===== src/rtl/audio_pkg.sv =====
// Shared audio-path types: sample width, stereo pair struct and serial format selector.
package audio_pkg;

  localparam int AUDIO_SAMPLE_WIDTH = 16;

  typedef struct packed {
    logic signed [AUDIO_SAMPLE_WIDTH-1:0] left;
    logic signed [AUDIO_SAMPLE_WIDTH-1:0] right;
  } stereo_sample_t;

  typedef enum logic {
    FMT_I2S = 1'b0,
    FMT_LJ  = 1'b1
  } audio_fmt_t;

  function automatic audio_fmt_t fmt_from_mode(input int i2s_mode);
    return (i2s_mode != 0) ? FMT_I2S : FMT_LJ;
  endfunction

endpackage


===== src/rtl/audio_dac_serializer_if.sv =====
// Stereo sample handshake between the effects chain (master) and the DAC serializer (slave).
interface audio_dac_serializer_if
  import audio_pkg::*;
#(
  parameter int SAMPLE_WIDTH = AUDIO_SAMPLE_WIDTH
) ();

  logic signed [SAMPLE_WIDTH-1:0] leftSampleIn;
  logic signed [SAMPLE_WIDTH-1:0] rightSampleIn;
  logic                           sampleValid;
  logic                           sampleReady;

  modport master (
    output leftSampleIn,
    output rightSampleIn,
    output sampleValid,
    input  sampleReady
  );

  modport slave (
    input  leftSampleIn,
    input  rightSampleIn,
    input  sampleValid,
    output sampleReady
  );

endinterface


===== src/rtl/audio_bclk_gen.sv =====
// Bit-clock divider: toggles the codec BCLK every BCLK_DIV system clocks and
// flags the cycle whose closing edge produces a rise or a fall.
module audio_bclk_gen #(
  parameter int BCLK_DIV = 4
) (
  input  logic clk,
  input  logic reset_n,
  output logic dacBclk,
  output logic bclkRise,
  output logic bclkFall
);

  localparam int CW = (BCLK_DIV > 1) ? $clog2(BCLK_DIV) : 1;
  localparam logic [CW-1:0] TERM = CW'(BCLK_DIV - 1);

  logic [CW-1:0] div_cnt_q, div_cnt_d;
  logic          bclk_q, bclk_d;
  logic          term;

  assign term = (div_cnt_q == TERM);

  always_comb begin
    div_cnt_d = div_cnt_q + CW'(1);
    bclk_d    = bclk_q;
    if (term) begin
      div_cnt_d = '0;
      bclk_d    = ~bclk_q;
    end
  end

  always_ff @(posedge clk) begin
    if (!reset_n) begin
      div_cnt_q <= '0;
      bclk_q    <= 1'b0;
    end else begin
      div_cnt_q <= div_cnt_d;
      bclk_q    <= bclk_d;
    end
  end

  // Strobes are valid in the cycle before the edge that changes dacBclk.
  assign dacBclk  = bclk_q;
  assign bclkRise = term & ~bclk_q;
  assign bclkFall = term &  bclk_q;

endmodule


===== src/rtl/audio_dac_serializer.sv =====
// Stereo DAC serializer: one-entry sample buffer feeding an I2S or left-justified
// BCLK/LRCK/DATA stream, with frame-start and underrun pulses.
module audio_dac_serializer
  import audio_pkg::*;
#(
  parameter int SAMPLE_WIDTH = AUDIO_SAMPLE_WIDTH,
  parameter int SLOT_BITS    = 16,
  parameter int BCLK_DIV     = 4,
  parameter int I2S_MODE     = 1
) (
  input  logic                  clk,
  input  logic                  reset_n,
  audio_dac_serializer_if.slave samp_if,
  output logic                  dacBclk,
  output logic                  dacLrck,
  output logic                  dacData,
  output logic                  frameStart,
  output logic                  underrun
);

  localparam int FRAME_BITS = 2 * SLOT_BITS;
  localparam int CNT_W      = $clog2(FRAME_BITS);
  localparam int PAD_BITS   = SLOT_BITS - SAMPLE_WIDTH;
  localparam logic [CNT_W-1:0] LAST_BIT = CNT_W'(FRAME_BITS - 1);
  localparam audio_fmt_t FMT = fmt_from_mode(I2S_MODE);

  logic bclk_fall;
  logic bclk_rise_unused;

  audio_bclk_gen #(
    .BCLK_DIV (BCLK_DIV)
  ) u_bclk (
    .clk      (clk),
    .reset_n  (reset_n),
    .dacBclk  (dacBclk),
    .bclkRise (bclk_rise_unused),
    .bclkFall (bclk_fall)
  );

  logic                    buf_full_q, buf_full_d;
  logic [SAMPLE_WIDTH-1:0] buf_left_q, buf_left_d;
  logic [SAMPLE_WIDTH-1:0] buf_right_q, buf_right_d;
  logic [CNT_W-1:0]        bit_cnt_q, bit_cnt_d;
  logic [FRAME_BITS-1:0]   shift_q, shift_d;
  logic                    delay_q, delay_d;
  logic                    lrck_q, lrck_d;
  logic                    data_q, data_d;
  logic                    frame_start_q, frame_start_d;
  logic                    underrun_q, underrun_d;

  logic                    xfer;
  logic [CNT_W-1:0]        new_cnt;
  logic [SLOT_BITS-1:0]    left_slot, right_slot;
  logic                    tx_bit;

  assign samp_if.sampleReady = reset_n & ~buf_full_q;
  assign xfer = samp_if.sampleValid & samp_if.sampleReady;

  // Samples sit in the slot MSBs; any spare slot bits are zero.
  assign left_slot  = SLOT_BITS'(buf_left_q)  << PAD_BITS;
  assign right_slot = SLOT_BITS'(buf_right_q) << PAD_BITS;
  assign new_cnt    = (bit_cnt_q == LAST_BIT) ? '0 : bit_cnt_q + CNT_W'(1);

  always_comb begin
    buf_full_d    = buf_full_q;
    buf_left_d    = buf_left_q;
    buf_right_d   = buf_right_q;
    bit_cnt_d     = bit_cnt_q;
    shift_d       = shift_q;
    delay_d       = delay_q;
    lrck_d        = lrck_q;
    data_d        = data_q;
    frame_start_d = 1'b0;
    underrun_d    = 1'b0;
    tx_bit        = 1'b0;

    if (bclk_fall) begin
      bit_cnt_d = new_cnt;
      if (bit_cnt_q == LAST_BIT) begin
        shift_d       = buf_full_q ? {left_slot, right_slot} : '0;
        buf_full_d    = 1'b0;
        frame_start_d = 1'b1;
        underrun_d    = ~buf_full_q;
      end
      tx_bit = shift_d[LAST_BIT - new_cnt];
      lrck_d = (new_cnt >= CNT_W'(SLOT_BITS));
      if (FMT == FMT_LJ) begin
        data_d = tx_bit;
      end else begin
        // I2S lags the word clock by one BCLK.
        data_d  = delay_q;
        delay_d = tx_bit;
      end
    end

    // A load on this same edge has already seen the old (empty) buffer.
    if (xfer) begin
      buf_full_d  = 1'b1;
      buf_left_d  = samp_if.leftSampleIn;
      buf_right_d = samp_if.rightSampleIn;
    end
  end

  always_ff @(posedge clk) begin
    if (!reset_n) begin
      buf_full_q    <= 1'b0;
      buf_left_q    <= '0;
      buf_right_q   <= '0;
      bit_cnt_q     <= LAST_BIT;
      shift_q       <= '0;
      delay_q       <= 1'b0;
      lrck_q        <= 1'b0;
      data_q        <= 1'b0;
      frame_start_q <= 1'b0;
      underrun_q    <= 1'b0;
    end else begin
      buf_full_q    <= buf_full_d;
      buf_left_q    <= buf_left_d;
      buf_right_q   <= buf_right_d;
      bit_cnt_q     <= bit_cnt_d;
      shift_q       <= shift_d;
      delay_q       <= delay_d;
      lrck_q        <= lrck_d;
      data_q        <= data_d;
      frame_start_q <= frame_start_d;
      underrun_q    <= underrun_d;
    end
  end

  assign dacLrck    = lrck_q;
  assign dacData    = data_q;
  assign frameStart = frame_start_q;
  assign underrun   = underrun_q;

endmodule


===== src/flat_wrapper.sv =====
// flat-port wrapper written by rule: the top's interface ports become plain ports
module audio_dac_serializer_flat import audio_pkg::*;
#(
  parameter int SAMPLE_WIDTH = AUDIO_SAMPLE_WIDTH,
  parameter int SLOT_BITS    = 16,
  parameter int BCLK_DIV     = 4,
  parameter int I2S_MODE     = 1
)
  (clk, reset_n, dacBclk, dacLrck, dacData, frameStart, underrun, samp_if_leftSampleIn, samp_if_rightSampleIn, samp_if_sampleValid, samp_if_sampleReady);
  audio_dac_serializer_if #(.SAMPLE_WIDTH(SAMPLE_WIDTH)) samp_if_i ();
  input  logic clk;
  input  logic reset_n;
  output logic dacBclk;
  output logic dacLrck;
  output logic dacData;
  output logic frameStart;
  output logic underrun;
  input wire logic [$bits(samp_if_i.leftSampleIn)-1:0] samp_if_leftSampleIn;
  input wire logic [$bits(samp_if_i.rightSampleIn)-1:0] samp_if_rightSampleIn;
  input wire logic [$bits(samp_if_i.sampleValid)-1:0] samp_if_sampleValid;
  output wire logic [$bits(samp_if_i.sampleReady)-1:0] samp_if_sampleReady;
  assign samp_if_i.leftSampleIn = samp_if_leftSampleIn;
  assign samp_if_i.rightSampleIn = samp_if_rightSampleIn;
  assign samp_if_i.sampleValid = samp_if_sampleValid;
  assign samp_if_sampleReady = samp_if_i.sampleReady;
  audio_dac_serializer #(.SAMPLE_WIDTH(SAMPLE_WIDTH), .SLOT_BITS(SLOT_BITS), .BCLK_DIV(BCLK_DIV), .I2S_MODE(I2S_MODE)) u_core (.clk(clk), .reset_n(reset_n), .samp_if(samp_if_i), .dacBclk(dacBclk), .dacLrck(dacLrck), .dacData(dacData), .frameStart(frameStart), .underrun(underrun));
endmodule

===== config.mk =====
export PLATFORM = sky130hd
export DESIGN_NAME = audio_dac_serializer_flat
export DESIGN_NICKNAME = d
export VERILOG_FILES = /design/src/rtl/audio_pkg.sv /design/src/rtl/audio_dac_serializer_if.sv /design/src/rtl/audio_bclk_gen.sv /design/src/rtl/audio_dac_serializer.sv /design/src/flat_wrapper.sv
export SDC_FILE = /design/constraint.sdc
export NUM_CORES = 1
export LEC_CHECK = 0
export BUFFER_PORTS_ARGS = -buffer_cell sky130_fd_sc_hd__buf_2
export CORE_UTILIZATION = 56
export DETAILED_ROUTE_END_ITERATION = 10
export PLACE_DENSITY = 0.82
export SETUP_SLACK_MARGIN = 0.2
export SLEW_MARGIN = 0
export SYNTH_ARGS = -nofsm -noshare
export SYNTH_HDL_FRONTEND = slang
export SYNTH_SLANG_ARGS = --single-unit

===== constraint.sdc =====
create_clock -name clk -period 6.8 [get_ports clk]
set_input_delay 1.36 -clock clk [delete_from_list [all_inputs] [get_ports clk]]
set_output_delay 1.36 -clock clk [all_outputs]
set_load 0.02 [all_outputs]

[Yosys cells after proc, flatten, opt, wreduce, memory -nomap -nowiden]
Cells that the tools add are included.
Operators by class
  shift operators: 0
  reduce and logical (&&, ||, !) cells: 6
  add/subtract/negate cells: 3
  $mul: 0
  div/mod/pow operators: 0
  equality and inequality tests: 2
  mux-type cells: 10
  $lt $le $gt $ge: 2
  bitwise logic cells: 6
Operators with widths (number)
  $mux W32: 3
  $lt A5 B6 Y1 const B: 1
  $add A5 B1 Y5 const B: 1
  $bmux W1 S5: 1
  $eq A5 B5 Y1 const B: 1
  $ge A5 B5 Y1 const B: 1
  $mux W1: 5
  $mux W5: 1
  $sub A5 B5 Y5 const A: 1
  $reduce_and A2 Y1: 2
  $reduce_bool A2 Y1: 2
  $and A1 B1 Y1: 3
  $not A1 Y1: 3
  $reduce_and A3 Y1: 1
  $add A2 B1 Y2 const B: 1
  $eq A2 B2 Y1 const B: 1
  $reduce_or A2 Y1: 1
Word-level totals
  ROM bits: 0
  output and inout bits: 6
  register bits: 78
  memory bits (writable): 0
  input bits: 35
  memories: 0
  latch bits: 0
  logic and storage cells: 41

[Depth between registers and ports, before layout]
Gate-level depths: netlist of run 1.
  word-level depth: 5
  mapped depth: 11

[Modules after synthesis]
From an unflattened synthesis of run 1, not the netlist that was laid out.
Unflattened totals
  cell total of the unflattened synthesis: 369
  area, all modules: 3240.6 µm²
Modules (own cells, without submodules)
  audio_dac_serializer: times used 1, area an instance 3120.5 µm², cells an instance 359
  audio_bclk_gen: times used 1, area an instance 120.1 µm², cells an instance 10

[Worst setup path after synthesis of run 1]
No wires, ideal clock.
  path kind: input -> output
  start point: in reset_n
  end point: out samp_if_sampleReady
  cell stages on the path: 1
  path slack: 3.682 ns
  arrival time: 1.758 ns
  path through: nor2b_1
Between the ends
  cells in the longest elaborated chain, start to end: 1
Ends and longest elaborated chain
  from (decl): line flat_wrapper.sv:12  | input logic reset_n;
  $and A1 B1 Y1: line audio_dac_serializer.sv:56  | assign samp_if.sampleReady = reset_n & ~buf_full_q;
  to (decl): line flat_wrapper.sv:21  | output wire logic [$bits(samp_if_i.sampleReady)-1:0] samp_if_sampleReady;
No other way between the ends.

[Final worst setup path of run 1]
Ends and elaborated chain as after synthesis.

==> results of run 1 <==
==> stage by stage <==
step	utilization, %	total power, mW	std cells	hold slack, ps
final	65.5	0.915	469	447
after global routing	65.5	0.949	469	487
after CTS	65.5	0.922	469	446
after detailed placement	61.8	0.565	454	432
after global placement	61.8	0.562	454	413
after floorplan	-	0.541	371	403
==> cell families after synthesis <==
family	Yosys count
multiplexers	4
buffers and inverters	33
AO/OA/AOI/OAI	80
flip-flops	78
XOR/XNOR	2
adder cells (fa/ha/maj)	4
AND/OR/NAND/NOR	170
==> flip-flops by register name (all words and copies together), names as in the netlist <==
name / cells
u_core.delay_q: 1
u_core.bit_cnt_q: 5
u_core.buf_right_q: 16
u_core.frameStart: 1
u_core.u_bclk.div_cnt_q: 2
u_core.dacData: 1
u_core.u_bclk.dacBclk: 1
u_core.dacLrck: 1
u_core.underrun: 1
u_core.shift_q: 32
u_core.buf_full_q: 1
u_core.buf_left_q: 16
==> layout by cell type (no fill, tap or decap), types with 4 or more instances in the layout <==
| master | netlist | routed |
|---|---|---|
| nand2_1 | 87 | 87 |
| dfxtp_1 | 78 | 78 |
| buf_2 | 6 | 40 |
| nand3_1 | 38 | 38 |
| a22o_1 | 30 | 30 |
| and3_1 | 12 | 12 |
| nor2_1 | 11 | 11 |
| clkbuf_8 | 0 | 9 |
| o211ai_1 | 8 | 8 |
| a211o_1 | 8 | 8 |
| a21boi_0 | 7 | 7 |
| nor2b_1 | 6 | 6 |
| a21oi_1 | 6 | 6 |
| a311oi_1 | 6 | 6 |
| and2_1 | 4 | 4 |
| ha_1 | 4 | 4 |
==> power by group through the flow <==
stage	logic [mW]	registers, mW	clock network (mW)
after CTS	0.0677	0.487	0.367
after global placement	0.0651	0.496	0
final	0.0671	0.487	0.361
after global routing	0.0764	0.489	0.384
after floorplan	0.0467	0.495	0
after detailed placement	0.0674	0.497	0
==> worst max path at each step <==
| stage | slack [ps] | cells past startpoint | endpoint |
|---|---|---|---|
| CTS | 2970 | 3 | samp_if_sampleReady |
| detailed placement | 2970 | 3 | samp_if_sampleReady |
| finish | 2970 | 3 | samp_if_sampleReady |
| global route | 2850 | 3 | samp_if_sampleReady |
| floorplan | 3680 | 1 | samp_if_sampleReady |
| global placement | 2990 | 3 | samp_if_sampleReady |
==> metal layers <==
| layer | vias to the layer above | routed length [um] | global-route usage, % |
|---|---|---|---|
| met5 | - | 0 | 0 |
| met2 | 62 | 3150 | 38.9 |
| met4 | 0 | 124 | 11.9 |
| li1 | 1372 | - | - |
| met1 | 1263 | 3310 | 31.8 |
| met3 | 10 | 242 | 3.49 |
==> final cells by class <==
type	count	area, um^2	share of cell area [%]
clock buffers	10	128	3.52
clock inverters	5	75.1	2.07
inverters	1	3.75	0.103
multi-input cells	260	1550	42.7
flip-flops and latches	78	1560	43.0
well taps	72	90.1	2.48
repair buffers	43	223	6.14
==> impl_metrics.json, run 1 <==
{
  "ys.flop_type": "dfxtp_1",
  "route.detailed.drc": 0,
  "num_io_pins": 41,
  "die_area_um2": 6120,
  "cts_made_buffers": 9,
  "hold_end": "u_core.u_bclk.div_cnt_q[0]",
  "synthTopCellsByCount": "87 x nand2_1, 78 x dfxtp_1, 38 x nand3_1",
  "synth_edf_count": 0,
  "antenna_found_initial": 0,
  "port_buffers": 40,
  "reg2reg_depth": 9,
  "finalInstanceArea_um2": 3630,
  "fin_nets": 432,
  "placementRows": 27,
  "crit_start": "reset_n",
  "synth_most_common_cell": "nand2_1",
  "dr.pass1.iters": 4,
  "maxSlewViolCount": 0,
  "synth_xor_area_share_pct": 0.769,
  "power_leakage_nw": 1.67,
  "worst_slew_pin_slew_ps": 1150,
  "internal_power_mw": 0.704,
  "core_um2": 5540,
  "status": "complete, no violations",
  "p_sw_share_pct": 23.1,
  "ctsRootBufferMaster": "clkbuf_8",
  "clkPwrFrac_pct": 39.4,
  "routed_wl_um": 6830,
  "cts_max_path_buffers": 2,
  "syn_nets": 410,
  "r2r-start": "u_core.bit_cnt_q[0]",
  "place_area_um2": 3430,
  "drt-vias-per-instance": 5.77,
  "crit_slowest_cell": "buf_2",
  "final-hold-violation-count": 0,
  "hp-start": "u_core.u_bclk.div_cnt_q[0]",
  "synth.top_cell.area_share_pct": 48.0,
  "cp_top_family": "buffers and inverters",
  "cp_cell_sequence": "buf_2, nor2b_1, buf_2",
  "synth_seq_area_share_pct": 48.0,
  "start_util_pct": 58.8,
  "rsz0062_at_grt": "no",
  "end_kind": "output pin",
  "power.switching_mw": 0.211,
  "hpwl_um": 4230,
  "cts_tree": "built",
  "synthSimpleGateAreaFrac_pct": 23.8,
  "place.gp.congestion": 0.759,
  "drt-initial-drc-count": 176,
  "peakVddDrop_mv": 0.138,
  "diodes": 0,
  "synth_compound_area_share_pct": 20.1,
  "period_share_pct": 56.3,
  "die_w_um": 78.2,
  "synth_top_family_by_area": "simple AND/OR/NAND/NOR gates",
  "postCtsSetupBuffers": 0,
  "numClockSinks": 78,
  "crit_path_max_incr_delay_ps": 600,
  "grt_overflow": 0,
  "start_kind": "input port",
  "grt_use_total_pct": 24.2,
  "die-height_um": 78.2,
  "holdPathStages": 1,
  "fin_skew_ps": 10.4,
  "crit_type": "input port to output pin",
  "routed-via-count": 2707,
  "syn_to_final_growth_pct": 11.5,
  "hold_buffers": 0,
  "muxShareOfSynthArea_pct": 1.27,
  "drtAntennaViolNets": 0,
  "wire_per_inst_um": 14.6,
  "setup_tns_ps": 0,
  "cap_violations": 0,
  "max_freq_ghz": 0.261,
  "ys_ff_latch": 78,
  "fin_ws_ps": 2970,
  "yosysWarnings": 0,
  "r2r_end": "u_core.delay_q",
  "cts_resized": 0,
  "path_clk_slew_ps": 80,
  "ys_async_sr_fraction_pct": 0,
  "synth_area_leader_cell": "dfxtp_1",
  "slew_headroom_pct": 23.3,
  "cp_max_fo": 50,
  "syn_avg_cell_area_um2": 8.78,
  "cp.required_ps": 5440,
  "fin_crit_ps": 3830,
  "path_buf_inv": 2,
  "seqPwrFrac_pct": 53.2,
  "setup-violations-final": 0,
  "synthAdderAreaFrac_pct": 1.54,
  "grt_pass1_vias": 2528,
  "crit_top_cell": "buf_2",
  "grt_max_degree": 51,
  "combPwrFrac_pct": 7.3,
  "synth_cell_types": 43,
  "synthCells": 371,
  "fillCellCount": 497,
  "dp_slack_ps": 2970,
  "r2r_setup_slack_ps": 4000,
  "drive_above_1_share_pct": 16.1,
  "h-tree-depth": 3,
  "clock_latency_ps": 350,
  "grt_pass1_wl_um": 11700,
  "synthTopCellsByArea": "dfxtp_1 48%, nand2_1 10%, a22o_1 8.1%",
  "critPathArrivalTime_ps": 2470,
  "p_per_area_nw_per_um2": 252,
  "hold_class": "register to register",
  "syn_area_um2": 3260
}
Note: power is estimated with default switching activity, not from simulation.
==> run 2, diff against run 1 <==
--- a/config.mk
+++ b/config.mk
@@ -6,9 +6,9 @@
 export NUM_CORES = 1
 export LEC_CHECK = 0
 export BUFFER_PORTS_ARGS = -buffer_cell sky130_fd_sc_hd__buf_2
-export CORE_UTILIZATION = 56
+export CORE_UTILIZATION = 51
 export DETAILED_ROUTE_END_ITERATION = 10
-export PLACE_DENSITY = 0.82
+export PLACE_DENSITY = 0.79
 export SETUP_SLACK_MARGIN = 0.2
 export SLEW_MARGIN = 0
 export SYNTH_ARGS = -nofsm -noshare
==> constraint.sdc (replaced) <==
create_clock -name clk -period 3.4 [get_ports clk]
set_input_delay 0.68 -clock clk [delete_from_list [all_inputs] [get_ports clk]]
set_output_delay 0.68 -clock clk [all_outputs]
set_load 0.02 [all_outputs]
==> impl_metrics.json, run 2 (synthesis results as in run 1) <==
{
  "status": "complete, no violations",
  "die_w_um": 81.9,
  "grt_overflow": 0,
  "h-tree-depth": 3,
  "routed_wl_um": 7050,
  "antenna_found_initial": 0,
  "numClockSinks": 78,
  "cp_cell_sequence": "ha_1, and3_2, ha_1, buf_4, a311oi_1, or4_1, o311ai_1, o2111ai_1, o211ai_1",
  "wire_per_inst_um": 14.8,
  "drt-initial-drc-count": 176,
  "setup_tns_ps": 0,
  "grt_pass1_wl_um": 12400,
  "start_kind": "register",
  "hold_ws_ps": 425,
  "final_cell_mix": "87 x nand2_1, 78 x dfxtp_1, 40 x buf_2, 38 x nand3_1, 30 x a22o_1",
  "place.gp.congestion": 0.838,
  "cp.required_ps": 3680,
  "grt_pass1_vias": 2510,
  "drive_above_1_share_pct": 17.4,
  "slew_headroom_pct": 28.3,
  "finalPower_mw": 1.97,
  "crit_type": "register to register",
  "rsz0062_at_grt": "no",
  "cp_max_fo": 18,
  "hold_class": "register to register",
  "max_freq_ghz": 0.376,
  "p_per_area_nw_per_um2": 529,
  "cts_resized": 0,
  "crit_slowest_cell": "or4_1",
  "worst_slew_pin_slew_ps": 1070,
  "drtAntennaViolNets": 0,
  "cp_top_family": "simple AND/OR/NAND/NOR gates",
  "grt_max_degree": 34,
  "largest_reg_flops": 32,
  "reg2reg_depth": 9,
  "cap_violations": 0,
  "crit_path_max_incr_delay_ps": 490,
  "peakVddDrop_mv": 0.357,
  "clock_latency_ps": 350,
  "placementRows": 28,
  "num_io_pins": 41,
  "hold_buffers": 0,
  "r2r_end": "u_core.delay_q",
  "die-height_um": 81.9,
  "crit_top_cell": "ha_1",
  "multi_input_area_um2": 1550,
  "final-hold-violation-count": 0,
  "r2r-start": "u_core.bit_cnt_q[0]",
  "fin_crit_ps": 2660,
  "r2r_setup_slack_ps": 740,
  "cp_num_cells": 9,
  "end_kind": "register",
  "core_um2": 6030,
  "seq_area_um2": 1560,
  "fillCellCount": 526,
  "final_common_cell": "nand2_1",
  "grt_use_total_pct": 24.3,
  "critPathArrivalTime_ps": 2930,
  "maxSlewViolCount": 0,
  "crit_start": "u_core.bit_cnt_q[0]",
  "fin_skew_ps": 8.68,
  "cts_made_buffers": 9,
  "setup-violations-final": 0,
  "cts_tree": "built",
  "period_share_pct": 78.1,
  "routed-via-count": 2793,
  "die_area_um2": 6710,
  "finalInstanceArea_um2": 3730,
  "ctsRootBufferMaster": "clkbuf_8",
  "fin_nets": 437,
  "postCtsSetupBuffers": 0,
  "route.detailed.drc": 0,
  "setup.worst_path.end": "u_core.delay_q",
  "start_util_pct": 54.0,
  "hpwl_um": 4630,
  "dr.pass1.iters": 5,
  "cts_max_path_buffers": 2,
  "path_clk_slew_ps": 80,
  "port_buffers": 40,
  "utilization_pct": 62.0,
  "regMostFlops": "u_core.shift_q",
  "reg.largest.list": "u_core.shift_q x32, u_core.buf_left_q x16, u_core.buf_right_q x16",
  "place_area_um2": 3480,
  "power_leakage_nw": 1.72,
  "diodes": 0,
  "path_buf_inv": 1,
  "drt-vias-per-instance": 5.86,
  "syn_to_final_growth_pct": 14.7
}
==> run 2: changes by cell type in the layout (fill, tap and decap cells not counted), sizes merged <==
| cell | change |
|---|---|
| buf | +5 |
| bufinv | +1 |
| clkinv | -3 |
| clkbuf | +2 |
==> run 2: how the worst min path moves through the flow <==
| stage | endpoint | depth (start not counted) | from | slack [ps] |
|---|---|---|---|---|
| floorplan | u_core.u_bclk.div_cnt_q[0] | 1 | u_core.u_bclk.div_cnt_q[0] | 400 |
| global placement | u_core.u_bclk.div_cnt_q[0] | 1 | u_core.u_bclk.div_cnt_q[0] | 410 |
| detailed placement | u_core.u_bclk.div_cnt_q[0] | 1 | u_core.u_bclk.div_cnt_q[0] | 420 |
| CTS | u_core.u_bclk.div_cnt_q[0] | 1 | u_core.u_bclk.div_cnt_q[0] | 430 |
| global route | u_core.u_bclk.div_cnt_q[0] | 1 | u_core.u_bclk.div_cnt_q[0] | 470 |
| finish | u_core.u_bclk.div_cnt_q[0] | 1 | u_core.u_bclk.div_cnt_q[0] | 430 |
==> run 2: per-stage QoR <==
step	instances	setup slack (ps)
after floorplan	371	1030
after global placement	462	835
after detailed placement	462	790
after CTS	477	733
after global routing	477	452
final	477	744
==> run 2: cell type report <==
cell class	instances	share of cell area (%)
Clock buffer	12	4.42
Clock inverter	3	2.41
Inverter	1	0.101
Multi-Input combinational cell	260	41.4
Sequential cell	78	41.8
Tap cell	75	2.51
Timing Repair Buffer	48	7.30
==> run 2: routing by layer <==
layer / share of wire (%) / vias up / wire, um / global-route usage [%]
li1: - / 1381 / - / -
met1: 47 / 1322 / 3350 / 32.8
met2: 47 / 81 / 3280 / 37.6
met3: 4.9 / 9 / 345 / 5.67
met4: 1.1 / 0 / 78 / 8.60
met5: 0 / - / 0 / 0
==> run 2: power by group <==
part           internal, mW  switching, mW
logic                0.0545         0.0744
clock network         0.544          0.319
registers             0.950         0.0328
total                  1.55          0.426
